--- src/rtl/pc_sequencer_pkg.sv ---
// Shared definitions for the PC sequencer: FSM encodings, register-file constants
// and the register-hazard compare helper.
package pc_sequencer_pkg;

  localparam int unsigned REG_W   = 5;
  localparam int unsigned STATE_W = 2;

  typedef enum logic [STATE_W-1:0] {
    RUN       = 2'd0,
    IMEM_WAIT = 2'd1,
    HALTED    = 2'd2,
    UNUSED    = 2'd3
  } seq_state_e;

  localparam logic [REG_W-1:0] REG_ZERO = 5'd0;

  // A producer register matches a consumer only if it is a real (non-zero) register.
  function automatic logic reg_match(input logic [REG_W-1:0] producer,
                                     input logic [REG_W-1:0] consumer);
    return (producer != REG_ZERO) && (producer == consumer);
  endfunction

endpackage

--- src/rtl/hazard_detect.sv ---
// Load-use hazard detection: a load in EX writes a register read by the instruction in ID.
module hazard_detect
  import pc_sequencer_pkg::*;
(
  input  logic             idex_memread,
  input  logic [REG_W-1:0] idex_rt,
  input  logic [REG_W-1:0] ifid_rs,
  input  logic [REG_W-1:0] ifid_rt,
  output logic             load_use_c
);

  always_comb begin
    load_use_c = idex_memread &&
                 (reg_match(idex_rt, ifid_rs) || reg_match(idex_rt, ifid_rt));
  end

endmodule

--- src/rtl/pc_sequencer.sv ---
// Next-PC sequencer: selects the PC source, generates pipeline stall/flush controls,
// holds redirects that arrive while fetch is stalled, and counts stall cycles.
module pc_sequencer
  import pc_sequencer_pkg::*;
#(
  parameter int unsigned N  = 32,
  parameter int unsigned CW = 16
) (
  input  logic             clk,
  input  logic             reset,
  input  logic [N-1:0]     pc_plus4,
  input  logic [N-1:0]     branch_target,
  input  logic [N-1:0]     jump_target,
  input  logic [N-1:0]     jr_target,
  input  logic             branch_taken,
  input  logic             jump,
  input  logic             jr,
  input  logic             idex_memread,
  input  logic [REG_W-1:0] idex_rt,
  input  logic [REG_W-1:0] ifid_rs,
  input  logic [REG_W-1:0] ifid_rt,
  input  logic             imem_ready,
  input  logic             halt,
  output logic [N-1:0]     new_pc,
  output logic             pc_enable,
  output logic             ifid_enable,
  output logic             ifid_flush,
  output logic             idex_bubble,
  output logic [STATE_W-1:0] seq_state,
  output logic [CW-1:0]    stall_count
);

  seq_state_e   state_q, state_d;
  logic         pend_valid_q, pend_valid_d;
  logic [N-1:0] pend_target_q, pend_target_d;
  logic         load_use;
  logic         redirect;
  logic [N-1:0] redirect_target;

  hazard_detect u_hazard_detect (
    .idex_memread (idex_memread),
    .idex_rt      (idex_rt),
    .ifid_rs      (ifid_rs),
    .ifid_rt      (ifid_rt),
    .load_use_c   (load_use)
  );

  // Redirect request and its target: branch beats jr beats jump.
  always_comb begin
    redirect = branch_taken | jr | jump;
    if (branch_taken)  redirect_target = branch_target;
    else if (jr)       redirect_target = jr_target;
    else               redirect_target = jump_target;
  end

  always_comb begin
    state_d       = state_q;
    pend_valid_d  = pend_valid_q;
    pend_target_d = pend_target_q;
    new_pc        = pc_plus4;
    pc_enable     = 1'b0;
    ifid_enable   = 1'b0;
    ifid_flush    = 1'b0;
    idex_bubble   = 1'b0;

    case (state_q)
      RUN: begin
        if (halt) begin
          ifid_flush    = 1'b1;
          state_d       = HALTED;
          pend_valid_d  = 1'b0;
          pend_target_d = '0;
        end else if (!imem_ready) begin
          ifid_flush  = 1'b1;
          ifid_enable = 1'b1;
          state_d     = IMEM_WAIT;
          if (redirect) begin
            pend_valid_d  = 1'b1;
            pend_target_d = redirect_target;
          end
        end else if (load_use) begin
          idex_bubble = 1'b1;
          if (redirect) begin
            pend_valid_d  = 1'b1;
            pend_target_d = redirect_target;
          end
        end else if (pend_valid_q) begin
          // A held redirect wins; a fresh one this cycle becomes the new held one.
          new_pc        = pend_target_q;
          pc_enable     = 1'b1;
          ifid_enable   = 1'b1;
          ifid_flush    = 1'b1;
          pend_valid_d  = redirect;
          pend_target_d = redirect ? redirect_target : '0;
        end else if (redirect) begin
          new_pc      = redirect_target;
          pc_enable   = 1'b1;
          ifid_enable = 1'b1;
          ifid_flush  = 1'b1;
        end else begin
          pc_enable   = 1'b1;
          ifid_enable = 1'b1;
        end
      end
      IMEM_WAIT: begin
        ifid_flush = 1'b1;
        if (halt) begin
          state_d       = HALTED;
          pend_valid_d  = 1'b0;
          pend_target_d = '0;
        end else begin
          ifid_enable = 1'b1;
          if (imem_ready) state_d = RUN;
          if (redirect) begin
            pend_valid_d  = 1'b1;
            pend_target_d = redirect_target;
          end
        end
      end
      HALTED: begin
        ifid_flush    = 1'b1;
        pend_valid_d  = 1'b0;
        pend_target_d = '0;
      end
      default: begin
        ifid_flush    = 1'b1;
        state_d       = RUN;
        pend_valid_d  = 1'b0;
        pend_target_d = '0;
      end
    endcase

    // Reset holds the pipeline frozen and flushed independently of the clock.
    if (!reset) begin
      new_pc      = pc_plus4;
      pc_enable   = 1'b0;
      ifid_enable = 1'b0;
      ifid_flush  = 1'b1;
      idex_bubble = 1'b1;
    end
  end

  always_ff @(negedge clk or negedge reset) begin
    if (!reset) begin
      state_q       <= RUN;
      pend_valid_q  <= 1'b0;
      pend_target_q <= '0;
    end else begin
      state_q       <= state_d;
      pend_valid_q  <= pend_valid_d;
      pend_target_q <= pend_target_d;
    end
  end

  // Saturating count of fetch-stall cycles; a halted machine is not stalling.
  always_ff @(negedge clk or negedge reset) begin
    if (!reset) begin
      stall_count <= '0;
    end else if (!pc_enable && (state_q != HALTED) && (stall_count != {CW{1'b1}})) begin
      stall_count <= stall_count + CW'(1);
    end
  end

  assign seq_state = state_q;

endmodule

--- config.mk ---
export PLATFORM = sky130hd
export DESIGN_NAME = pc_sequencer
export DESIGN_NICKNAME = d
export VERILOG_FILES = /design/src/rtl/pc_sequencer_pkg.sv /design/src/rtl/hazard_detect.sv /design/src/rtl/pc_sequencer.sv
export SDC_FILE = /design/constraint.sdc
export NUM_CORES = 1
export LEC_CHECK = 0
export CAP_MARGIN = 20
export CORE_ASPECT_RATIO = 0.9
export CORE_MARGIN = 1
export CORE_UTILIZATION = 35
export CTS_CLUSTER_SIZE = 14
export DETAILED_ROUTE_END_ITERATION = 16
export HOLD_SLACK_MARGIN = 0.12
export PLACE_DENSITY_LB_ADDON = 0.3
export SYNTH_ARGS = -nofsm -noshare
export SYNTH_HDL_FRONTEND = slang
export SYNTH_SLANG_ARGS = --single-unit
--- constraint.sdc ---
create_clock -name clk -period 2.3 [get_ports clk]
set_input_delay 0.46 -clock clk [delete_from_list [all_inputs] [get_ports clk]]
set_output_delay 0.46 -clock clk [all_outputs]
set_load 0.05 [all_outputs]
==> run summary <==
H-tree depth: 2
Worst Hold Path EP: pend_target_q[7]
Leak: 0.00332 µW
Die area: 0.0106 mm²
Commonest non-fill, non-tap cell in the layout: clkdlybuf4s50_1
IO Port Bufs: 204
Post-synth top area share: 35.6%
Routed Antenna Nets: 0
Synth area leaders: dfrtn_1, a22o_1, mux2_2
Clock slew at reported path FFs: 50 ps
Drt first-iter violations: 125
Async set or reset register ratio after synthesis: 100%
Largest net degree at the start of global routing: 54
FF-to-FF End: stall_count[14]
Crit start category: flop
Final worst slack: -1290 ps
Dominant cell type by area after synthesis: dfrtn_1
Flop and latch count out of synthesis: 51
RSZ-0062 raised after global routing: yes
Antenna Cells: 0
Max cap viols: 0
Busiest layer in global routing: met2
TNS Setup: -98930 ps
Vias: 4342
Hold Startpoint: pend_target_q[7]
GRT met3 Usage: 5.54%
Crit path arrival time: 3130 ps
CP max FO: 9
TritonCTS Buffers: 5
Global Route Usage Sum: 27.2%
Vias in the first global route: 4544
Syn Nets: 529
Std cell rows: 34
Worst-skew pair later-pin latency: 310 ps
I/O Pins: 205
Clock buffer depth: 2
Register area: 0.00128 mm²
Sequential element share of the synthesized area: 35.6%
Most frequent cells in the layout: clkdlybuf4s50_1, buf_4, dfrtn_1, buf_6, nand2_1
Initial antenna violation count: 0
First-pass GRT wire length: 22500 µm
Reg2reg setup slack: 30 ps
Core Region: 0.00978 mm²
Slew HR: 53.0%
Hold path depth: 1
P&R area growth vs syn: 113%
Pins over their slew limit: 0
Power, Total: 3250 µW
Crit. End Element: output pin
Avg WL per Cell: 19.1 µm
Starting Density: 36.6%
Power Dens Cells: 426 mW/mm²
Final setup vio count: 103
Fillers: 611
Hold crit path type: reg2reg
Mapped Area: 0.00358 mm²
Reg2reg path depth: 8
Post-DP HPWL: 10000 µm
Final Net Count: 822
Die Wd: 109 µm
Routability cong.: 0.810
Worst Skew: 6.41 ps
CTS Sinks: 51
Met1 usage: 30.6%
Prevailing post-synth register cell: dfrtn_1
Clock Root Buffer: clkbuf_16
Status: finished, violations left
Failing checks: setup timing
Post-synth EDFFs: 0
YS warnings: 0
Routed wire length: 15200 µm
Clock tree from TritonCTS: built
Worst setup path category: reg2out
Via density: 5.45
Final Hold Vio Count: 0
Synth unique cells: 40
Die height: 98.0 µm
Remaining Overflow, GRT: 0
Post-synthesis instance total: 377
Met2 Usage GRT: 51.6%
DRC Markers: 0
Share of post-route cells with drive strength above 1: 40.5%
Reg-to-reg startpoint: stall_count[5]
1st-pass router iterations: 4
VDD IR max: 0.773 mV
Worst-margin pin slew: 705 ps
Area of the multi-input gates: 0.00253 mm²
Worst EP required: 1840 ps
Mapped Avg Cell Area: 9.50 µm²
## sequential cells by signal, summed over array words and instances (netlist names)
register	count
pend_target_q	32
seq_state	2
pend_valid_q	1
stall_count	16
## metrics by stage
| stage | util [%] | std cells | worst slack, ps | hold slack (ps) | cell area [µm²] |
|---|---|---|---|---|---|
| after floorplan | - | 377 | -1010 | 423 | 3920 |
| after global placement | 68.6 | 753 | -1510 | 439 | 6720 |
| after detailed placement | 68.6 | 753 | -1570 | 438 | 6720 |
| after CTS | 76.5 | 785 | -1250 | 446 | 7490 |
| after global routing | 78.1 | 797 | -1330 | 458 | 7640 |
| final | 78.1 | 797 | -1290 | 442 | 7640 |
## worst max-delay path by stage
| stage | startpoint | to |
|---|---|---|
| 6_report | seq_state[0] | new_pc[31] |
| 5_1_grt | seq_state[0] | new_pc[31] |
| 4_1_cts | seq_state[0] | new_pc[31] |
| 3_5_place_dp | idex_rt[4] | pend_target_q[26] |
| 3_3_place_gp | idex_rt[4] | pend_target_q[25] |
| 2_1_floorplan | idex_rt[4] | pend_target_q[0] |
## metal layers
layer,up-vias,part of all wire [%]
met3,28,6.4
met5,-,0
met2,176,54
met4,0,1.8
li1,2022,-
met1,2116,38
## report_power, final
group,internal (µW),switching (µW)
combinational,750,630
sequential,947,55.0
clock,514,356
## Yosys cell counts (5+ instances only)
| master | count |
|---|---|
| nor2_1 | 14 |
| xnor2_1 | 15 |
| nand2_1 | 40 |
| dfrtn_1 | 51 |
| clkbuf_1 | 22 |
| xor2_1 | 10 |
| o21ai_0 | 33 |
| a22o_1 | 64 |
| nand3_1 | 8 |
| a22oi_1 | 32 |
| mux2_2 | 33 |
| nand4_1 | 5 |
| buf_6 | 6 |
## cell type report
type / count / area share (%)
clock buffers: 5 / 1.64
well taps: 126 / 2.06
multi-input cells: 291 / 33.1
repair buffers: 318 / 45.8
clock inverters: 3 / 0.573
inverters: 3 / 0.147
flip-flops and latches: 51 / 16.7
## what timing repair did
item	in CTS	in global routing
setup endpoints to repair	104	103
resized for setup	97	9
hold buffers	0	0
buffers inserted	20	12
pin swaps	15	3
cloned	6	1
## critical path, cell delays in order (launching register included)
cell,delay [ps]
dfrtn_1,380
nor2b_2,150
nand3_2,120
a21oi_4,180
buf_12,130
nand2b_4,110
buf_12,170
a22o_2,270
buf_6,150
## cells by family (layout without fill, tap and decap cells)
| kind of cell | after synthesis | count (layout) | synth area share (%) |
|---|---|---|---|
| AO/OA/AOI/OAI | 138 | 138 | 29.6 |
| XOR/XNOR | 25 | 25 | 6.11 |
| adder cells (fa/ha/maj) | 2 | 2 | 0.629 |
| buffers and inverters | 35 | 329 | 5.07 |
| flip-flops | 51 | 51 | 35.6 |
| multiplexers | 33 | 33 | 10.4 |
| AND/OR/NAND/NOR | 93 | 93 | 12.5 |
Power figures use the tool's default switching activity.
